**src/rtl/laser_pkg.sv**
```systemverilog
// laser_pkg: shared FSM state type, default timing constants and MISO/MOSI bit indices for the laser fire path.
package laser_pkg;
  typedef enum logic [2:0] {IDLE, ARM, FIRE, DONE, COOLDOWN} fire_state_t;
  localparam int DEF_ARM_CYCLES = 200_000;
  localparam int DEF_FIRE_CYCLES = 5_000_000;
  localparam int DEF_COOLDOWN_CYCLES = 50_000_000;
  localparam int DEF_CNT_W = 26;
  localparam int MISO_TGT_BIT = 11;
  localparam int MISO_DONE_BIT = 10;
  localparam int MOSI_FIRE_BIT = 13;
  function automatic logic [7:0] sat_inc(input logic [7:0] v);
    return v + {7'd0, ~&v};
  endfunction
endpackage

```
**src/rtl/sync_2ff.sv**
```systemverilog
// sync_2ff: W-bit two-flop synchroniser with asynchronous active-high reset.
module sync_2ff #(
  parameter int W = 1
) (
  input  logic         clk,
  input  logic         reset,
  input  logic [W-1:0] d,
  output logic [W-1:0] q
);
  logic [W-1:0] m;
  always_ff @(posedge clk or posedge reset) begin
    if (reset) {q, m} <= '0;
    else {q, m} <= {m, d};
  end
endmodule

```
**src/rtl/laser_fire_sequencer.sv**
```systemverilog
// laser_fire_sequencer: turns the STM32 fire command into an interlocked, timed laser pulse with cooldown and shot/abort counters.
module laser_fire_sequencer
  import laser_pkg::*;
#(
  parameter int ARM_CYCLES = DEF_ARM_CYCLES,
  parameter int FIRE_CYCLES = DEF_FIRE_CYCLES,
  parameter int COOLDOWN_CYCLES = DEF_COOLDOWN_CYCLES,
  parameter int CNT_W = DEF_CNT_W
) (
  input  logic       clk,
  input  logic       reset,
  input  logic       mosi_valid,
  input  logic       fire_flag,
  input  logic       center_hit,
  input  logic       red_detect,
  output logic       laser_out,
  output logic       target_on_box,
  output logic       fire_complete,
  output logic       busy,
  output logic [7:0] shot_count,
  output logic [7:0] abort_count
);
  localparam logic [CNT_W-1:0] ARM_LD = CNT_W'(ARM_CYCLES - 1);
  localparam logic [CNT_W-1:0] FIRE_LD = CNT_W'(FIRE_CYCLES - 1);
  localparam logic [CNT_W-1:0] COOL_LD = CNT_W'(COOLDOWN_CYCLES - 1);
  fire_state_t state;
  logic [CNT_W-1:0] cnt;
  logic [1:0] ilk;
  logic red_s, req_q, req_prev, req_d, req_rise, armed;
  sync_2ff #(.W(2)) u_sync (
    .clk  (clk),
    .reset(reset),
    .d    ({red_detect, center_hit}),
    .q    (ilk)
  );
  assign target_on_box = ilk[0];
  assign red_s = ilk[1];
  // req_d is the request as it will be after this edge, so a cancel frame wins over an ARM timeout in the same cycle
  assign req_d = mosi_valid ? fire_flag : req_q;
  assign req_rise = req_q & ~req_prev;
  assign armed = target_on_box & red_s;
  always_ff @(posedge clk or posedge reset) begin
    if (reset) begin
      state <= IDLE;
      cnt <= '0;
      req_q <= 1'b0;
      req_prev <= 1'b0;
      laser_out <= 1'b0;
      fire_complete <= 1'b0;
      busy <= 1'b0;
      shot_count <= '0;
      abort_count <= '0;
    end else begin
      req_q <= req_d;
      req_prev <= req_q;
      laser_out <= state == FIRE;
      cnt <= cnt - CNT_W'(cnt != '0);
      case (state)
        IDLE: begin
          if (req_rise && armed) begin
            state <= ARM;
            cnt <= ARM_LD;
            busy <= 1'b1;
          end else if (req_rise) begin
            abort_count <= sat_inc(abort_count);
          end
        end
        ARM: begin
          if (!armed) begin
            state <= IDLE;
            busy <= 1'b0;
            abort_count <= sat_inc(abort_count);
          end else if (!req_d) begin
            state <= IDLE;
            busy <= 1'b0;
          end else if (cnt == '0) begin
            state <= FIRE;
            cnt <= FIRE_LD;
          end
        end
        FIRE: begin
          if (cnt == '0) begin
            state <= DONE;
            fire_complete <= 1'b1;
            shot_count <= shot_count + 8'd1;
          end
        end
        DONE: begin
          if (mosi_valid && !fire_flag) begin
            state <= COOLDOWN;
            cnt <= COOL_LD;
            fire_complete <= 1'b0;
          end
        end
        COOLDOWN: begin
          if (cnt == '0) begin
            state <= IDLE;
            busy <= 1'b0;
          end
        end
        default: begin
          state <= IDLE;
          busy <= 1'b0;
        end
      endcase
    end
  end
endmodule

```
**config.mk**
```make
export PLATFORM = sky130hd
export DESIGN_NAME = laser_fire_sequencer
export DESIGN_NICKNAME = d
export VERILOG_FILES = /design/src/rtl/laser_pkg.sv /design/src/rtl/sync_2ff.sv /design/src/rtl/laser_fire_sequencer.sv
export SDC_FILE = /design/constraint.sdc
export NUM_CORES = 1
export LEC_CHECK = 0
export CAP_MARGIN = 20
export CORE_MARGIN = 4
export CORE_UTILIZATION = 49
export CTS_CLUSTER_DIAMETER = 60
export DETAILED_ROUTE_END_ITERATION = 8
export GPL_ROUTABILITY_DRIVEN = 0
export PLACE_DENSITY = 0.7
export SYNTH_ARGS = -nofsm -noshare
export SYNTH_HDL_FRONTEND = slang
export SYNTH_HIERARCHICAL = 1
export SYNTH_SLANG_ARGS = --single-unit
```
**constraint.sdc**
```tcl
create_clock -name clk -period 3.51 [get_ports clk]
set_clock_uncertainty 0.2 [all_clocks]
set_input_delay 0.351 -clock clk [delete_from_list [all_inputs] [get_ports clk]]
set_output_delay 0.351 -clock clk [all_outputs]
set_load 0.03 [all_outputs]
```
# Yosys cells after proc, flatten, opt, wreduce, memory -nomap -nowiden
# Cells that the tools add are included.
[totals]
register_bits = 54
input_bits = 6
output_inout_bits = 20
word_cells = 74
[op_classes]
n_addsub = 3
n_eq_ne = 13
muxes = 27
bitwise = 4
reduce_logical = 16
[op_table]
columns = ["cell", "n"]
rows = [
  ["26-bit two-way mux", 5],
  ["26-bit case mux with 3 select lines", 1],
  ["26-bit zero test", 1],
  ["26-bit nonzero test", 1],
  ["26-bit by 1-bit subtractor with 26-bit output", 1],
  ["8-bit two-way mux", 3],
  ["3-bit two-way mux", 7],
  ["8-bit case mux with 2 select lines", 1],
  ["3-bit case mux with 5 select lines", 1],
  ["2-bit inequality test, second input constant", 6],
  ["8-bit by 1-bit adder with 8-bit output", 1],
  ["8-bit by 1-bit adder with 8-bit output, second input constant", 1],
  ["4-bit AND reduction", 2],
  ["8-bit AND reduction", 1],
  ["1-bit two-way mux", 7],
  ["3-bit by 2-bit equality test with 1-bit output, second input constant", 2],
  ["5-bit AND reduction", 1],
  ["4-bit inequality test, second input constant", 1],
  ["1-bit case mux with 4 select lines", 1],
  ["2-bit nonzero test", 2],
  ["3-bit by 1-bit equality test with 1-bit output, second input constant", 1],
  ["3-bit equality test, second input constant", 1],
  ["3-bit zero test", 1],
  ["3-bit inequality test, second input constant", 1],
  ["9 further kinds", 13],
]

# Logic depth before layout (Yosys ltp)
# Gate-level depths: netlist (run 1).
[depth]
word_depth = 6
mapped_depth = 9
ltp_nobuf = 9

# By module
# Netlist (run 1), hierarchy kept.
[by_module_without_submodules]
columns = ["module", "n_inst", "cells_each", "area_per_inst_um2", "seq_area_each_um2"]
rows = [
  ["laser_fire_sequencer", 1, 244, 2577.5, 1251.2],
  ["sync_2ff", 1, 5, 103.8, 100.1],
]

# Worst setup path after synthesis (run 1)
# OpenSTA, ideal clock, no wires.
[synth_timing]
path_type = "register to register"
startpoint = "register cnt[21]"
endpoint = "register cnt[17]"
setup_ps = 124
arrival_time_ps = 2326
t_required_ps = 3186
path_slack_ps = 860
path_stages_with_launch = 9
n_path_buf = 0
period_less_slack_ps = 2650
path_cell_list = "dfrtp_1 > or4_4 > nand4b_4 > or2_1 > ha_1 > nor3b_1 > nand4b_2 > nor4_2 > o31a_1"
[synth_between]
elab_chain_cells = 6
word_cells_on_any_way = 9
cone_classes = "add/sub (1); mux (6); reduce/logical (2)"
[synth_rtl]
columns = ["item", "line", "text"]
rows = [
  ["start: declaration", "laser_fire_sequencer.sv:27", "logic [CNT_W-1:0] cnt;"],
  ["start signal: assignment", "laser_fire_sequencer.sv:57", "cnt <= cnt - CNT_W'(cnt != '0);"],
  ["26-bit nonzero test", "laser_fire_sequencer.sv:57", ""],
  ["26-bit by 1-bit subtractor with 26-bit output", "laser_fire_sequencer.sv:57", ""],
  ["26-bit two-way mux", "laser_fire_sequencer.sv:76", "end else if (cnt == '0) begin"],
  ["26-bit two-way mux", "laser_fire_sequencer.sv:73", "end else if (!req_d) begin"],
  ["26-bit two-way mux", "laser_fire_sequencer.sv:69", "if (!armed) begin"],
  ["26-bit case mux with 3 select lines (*)", "laser_fire_sequencer.sv:58", "case (state)"],
]
# Mark *: on every way between the ends. The rest lies on a longest branch, timed or not.
# A chain may end at the register's enable or synchronous reset.

# Worst setup path after layout (run 1)
[layout_timing]
startpoint = "register cnt[13]"
endpoint = "register cnt[16]"
# Same word-level chain as after synthesis.

==> results of run 1 <==
routing by layer:
metal / share of wire / vias up / global-route usage
met5: 0 / - / 0
met4: 0.021 / 0 / 0.05980
met3: 0.043 / 13 / 0.04605
met2: 0.47 / 32 / 0.2771
met1: 0.47 / 933 / 0.2449
li1: - / 948 / -
flip-flops by register name, indices dropped and copies added (netlist names), 2 cells and up:
register and count:
abort_count 8, state 3, cnt 26, shot_count 8, u_sync/m 2, u_sync/q 2
cells in the mapped netlist, types with 3 or more instances:
master and instances:
nor4_4 3, nor4_1 7, clkbuf_1 3, dfrtp_1 54, mux2_2 4, ha_1 6
or3_1 4, and4_1 3, nor2_1 19, xnor2_1 27, xor2_1 6, inv_1 6
a21oi_1 12, nand2_1 17, nor3_1 7, nand4_1 8, nand3_1 11, o21ai_0 12
nand2b_1 5
report_power, final:
group,internal (mW),switching (mW)
Clock,0.137,0.192
Sequential,0.802,0.240
Combinational,0.356,0.382
Total,1.29,0.813
through the flow:
stage	power (mW)	setup slack, ps	hold WS (ps)	area [µm²]
final	2.108	564.3	77.71	3119
after global routing	2.254	270.4	83.03	3119
after CTS	2.122	551.4	72.75	3099
after detailed placement	1.791	575.5	135.6	3019
after global placement	1.764	666.6	134.8	3019
after floorplan	1.555	860.0	-82.92	2681
layout make-up:
class | instances | area share
sequential | 54 | 0.4332
multi-input combinational | 185 | 0.4144
timing repair buffer | 28 | 0.09146
tap | 70 | 0.02808
clock buffer | 6 | 0.02327
inverter | 6 | 0.007220
clock inverter | 1 | 0.002407
how the worst min path moves through the flow:
stage | from | endpoint | depth (start not counted)
2_1_floorplan | reset | u_sync/m[0] | 1
3_3_place_gp | u_sync/m[1] | u_sync/q[1] | 0
3_5_place_dp | u_sync/m[1] | u_sync/q[1] | 0
4_1_cts | reset | u_sync/m[1] | 2
5_1_grt | reset | u_sync/m[0] | 2
6_report | reset | u_sync/m[1] | 2
kinds of logic (layout without fill, tap and decap cells):
family / after synthesis / in the layout
adder cells (fa/ha/maj): 6 / 6
multiplexers: 6 / 6
AO/OA/AOI/OAI: 37 / 37
AND/OR/NAND/NOR: 103 / 103
flip-flops: 54 / 54
XOR/XNOR: 33 / 33
buffers and inverters: 10 / 41
==> run summary, run 1 <==
Total negative slack - 0 ps
RSZ-0062 raised after global routing - no
Final setup viols - 0
Req. time, crit path - 3530 ps
Post-synth top flop - dfrtp_1
Reg2reg end - cnt[16]
Die H - 81.98 µm
CTS tree - done
Worst-path clk slew - 90 ps
Slowest-stage cell, CP - nor4_1
Ys async rst share - 1.000
CP Depth - 9
Seq/Total Area, Yosys - 0.5040
Largest family of logic cells by synthesized area - simple AND/OR/NAND/NOR gates
First-pass GRT wire length - 9197 µm
Min Tclk post-route - 2946 ps
Initial antenna violation count - 0
Yosys reg bits - 54
Crit-path cells - nor4_1 > nand4_1 > or2_1 > ha_1 > nor3b_1 > nand4b_2 > nor2_1 > xnor2_1 > a21oi_1
Num CTS Buffers - 5
Post-synth EDFFs - 0
Reg2Reg Setup Slack - 560 ps
# placed instances - 342
Crit path to - cnt[16]
Data arrival, critical path - 2960 ps
Largest net degree at the start of global routing - 51
Die Area - 6720 µm²
Status - finished clean
Max-cap violations - 0
Highest clock rate - 339.5 MHz
Area of the multi-input gates - 1292 µm²
Via Count - 1926
Row cnt - 26
CP startpoint - cnt[13]
Maximum vdd drop - 0.2775 mV
Via density - 5.503
Share of cells above drive strength 1 - 0.09643
Compound-gate portion of the synthesized area - 0.08259
Post-cts resize count - 0
CP max FO - 8
Simple logic cell fraction of the synthesized area - 0.2375
CTS HTree Levels - 2
Crit-path max cell delay - 450 ps
R2R cell count - 9
Total GRT Usage - 0.1791
Worst Max-Slew Pin Slew - 696.5 ps
Netlist cell types - 46
Clk buf depth - 2
Number of diodes - 0
Vias in the first global route - 1914
CP Launch Type - flip-flop
Num ports - 26
WL per Instance - 14.79 µm
Tcrit/Tclk final - 0.8392
Total grt overflow - 0
Top cell type's share of synthesized area - 0.5040
Nets@finish - 292
Layout overhead on the synthesized area - 16.33%
Drt pass-1 iters - 4
Antenna Violating Nets Remaining - 0
Setup crit end kind - flip-flop
Worst-Skew Late Latency - 310 ps
Root buffer cell - clkbuf_8
Seq. cell area - 1351 µm²
Core region area - 5205 µm²
Synthesized area per cell - 10.77 µm²
Final Slew Violations - 0
Post-DP HPWL - 3703 µm
Post-synthesis mux area share - 0.02613
Adder-cell share of the synthesized area - 0.02800
R2R Path Start - cnt[13]
Critical path type - flip-flop to flip-flop
Non-Filler Instances - 350
Hold WC Path Type - input port to async pin
Crit-path leading delay family - simple AND/OR/NAND/NOR gates
Largest cells by area after synthesis - dfrtp_1 (50%), xnor2_1 (8.8%), ha_1 (2.8%)
Mapped Area - 2681 µm²
Die X - 81.98 µm
Leak - 1.249 nW
Post-layout util - 0.5993
Slew headroom - 0.5357
Mapped Nets - 261
CTS sink count - 54
Initial DRC count - 70
Yosys warns - 6
WP buf/inv - 0
Fillers - 457
Area leader, netlist - dfrtp_1
Starting density of the core - 0.5151
DRC - 0
Most frequent cells in the layout - dfrtp_1 (54), xnor2_1 (27), clkdlybuf4s50_1 (25)
Post-CTS Setup Repair Bufs - 0
PwrDens - 675.7 nW/µm²
Fin. Hold Viols - 0
Post-Syn Instances - 249
Post-synthesis xor/xnor area fraction - 0.1078
Commonest non-fill, non-tap cell in the layout - dfrtp_1
# hold bufs at CTS - 0
DRT Wirelength - 5177 µm
Buffers on Ports - 25
Note: power is estimated with default switching activity, not from simulation.
==> run 2, diff against run 1 <==
Clock period 3.51 ns to 2.9 ns, I/O delays scaled along.
==> run 2 against run 1 <==
Sequential power up 22%. First-iteration DRC count up 44%. Flip-flop and latch count unchanged. Sequential share of layout area down 1.3 points. Final cell count up 2.6%. Worst hold slack worse by 74 ps. Power up 30%. Largest power group unchanged.
==> run summary, run 2 (same netlist as run 1, synthesis figures left out) <==
Post-layout util - 0.6188
Tcrit/Tclk final - 0.9590
PwrDens - 848.4 nW/µm²
Num ports - 26
Leak - 1.305 nW
Worst Max-Slew Pin Slew - 668.1 ps
Via Count - 1979
Biggest regs - cnt (26), abort_count (8), shot_count (8)
Maximum vdd drop - 0.3422 mV
Highest clock rate - 359.6 MHz
Drt pass-1 iters - 4
Antenna Violating Nets Remaining - 0
Final setup viols - 0
Critical path type - flip-flop to flip-flop
Layout overhead on the synthesized area - 20.11%
CTS tree - done
Largest net degree at the start of global routing - 19
Initial DRC count - 101
DRT Wirelength - 5518 µm
Total grt overflow - 0
Area of placed instances - 3072 µm²
Die H - 81.98 µm
Max-cap violations - 0
First-pass GRT wire length - 9942 µm
Status - finished clean
Setup WS pre-CTS - 45.59 ps
CTS HTree Levels - 2
Req. time, crit path - 2880 ps
Most frequent cells in the layout - dfrtp_1 (53), xnor2_1 (27), clkdlybuf4s50_1 (25)
CP Launch Type - flip-flop
Max FFs per register - 26
Post-DP HPWL - 3930 µm
Post-route cell area - 3221 µm²
Setup crit end kind - flip-flop
Min Tclk post-route - 2781 ps
WL per Instance - 15.37 µm
Commonest non-fill, non-tap cell in the layout - dfrtp_1
Core region area - 5205 µm²
Overall power - 2.732 mW
Starting density of the core - 0.5151
Die X - 81.98 µm
DRC - 0
Share of cells above drive strength 1 - 0.1384
Num CTS Buffers - 5
CTS sink count - 54
Data arrival, critical path - 2760 ps
Nets@finish - 300
# hold bufs at CTS - 0
Root buffer cell - clkbuf_8
Slew headroom - 0.5546
Total negative slack - 0 ps
Hold WC Path Type - input port to async pin
Via density - 5.513
CP max FO - 6
Row cnt - 26
Initial antenna violation count - 0
Fin. Hold Viols - 0
Worst-path clk slew - 90 ps
Worst-Skew Late Latency - 310 ps
Final Slew Violations - 0
Die Area - 6720 µm²
Total GRT Usage - 0.1927
Reg with most FFs - cnt
Buffers on Ports - 25
Clk buf depth - 2
Vias in the first global route - 2080
Fin worst setup slack - 119.0 ps
Fillers - 443
Number of diodes - 0
## run 2: what timing repair did
| item | in CTS | in global routing |
|---|---|---|
| setup buffers | 0 | 2 |
| endpoints found under the setup margin | 1 | 17 |
| pin swaps | 0 | 3 |
| resized for setup | 1 | 5 |
## run 2: metrics by stage
stage                     hold WS [ps]  cells
final                            4.034    359
after global routing             33.07    359
after global placement           133.3    349
after detailed placement         134.7    349
after CTS                        3.536    357
after floorplan                 -143.9    249
## run 2: worst max-delay path, cell delays in order (launching register included)
cell and delay, ps:
dfrtp_2 450, or4_4 540, nand4b_4 230, or2_4 300
ha_1 200, nor3b_2 190, nand4b_1 160, or3_1 140
xor2_1 160, o21ai_0 90
## run 2: power breakdown
group | leakage [nW] | switching, mW | internal (mW) | total [mW]
Clock | 0.0514 | 0.248 | 0.258 | 0.506
Combinational | 0.600 | 0.492 | 0.467 | 0.959
Sequential | 0.653 | 0.296 | 0.971 | 1.27
## run 2: final cells by class
type / instances / area [µm²] / share of cell area
Sequential cell: 54 / 1353 / 0.4200
Multi-Input combinational cell: 185 / 1315 / 0.4083
Timing Repair Buffer: 36 / 332.8 / 0.1033
Tap cell: 70 / 87.58 / 0.02720
Clock buffer: 6 / 72.57 / 0.02253
Clock inverter: 2 / 37.54 / 0.01166
Inverter: 6 / 22.52 / 0.006993
## run 2: final timing paths
| check | cells past startpoint | to | slack, ps | start |
|---|---|---|---|---|
| max | 9 | cnt[14] | 120 | cnt[21] |
| min | 2 | u_sync/m[1] | 4 | reset |
| max reg2reg | 9 | cnt[14] | 120 | cnt[21] |
| min reg2reg | 0 | u_sync/q[0] | 160 | u_sync/m[0] |
| max in group asynchronous | 3 | cnt[21] | 1840 | reset |
| min in group clk | 0 | u_sync/q[0] | 160 | u_sync/m[0] |
## run 2: routing by layer
metal | GRT usage | vias up | routed length, µm
met2 | 0.2997 | 41 | 2694
met5 | 0 | - | 0
met3 | 0.04167 | 7 | 190
met1 | 0.2589 | 965 | 2552
met4 | 0.08306 | 0 | 80
li1 | - | 966 | -
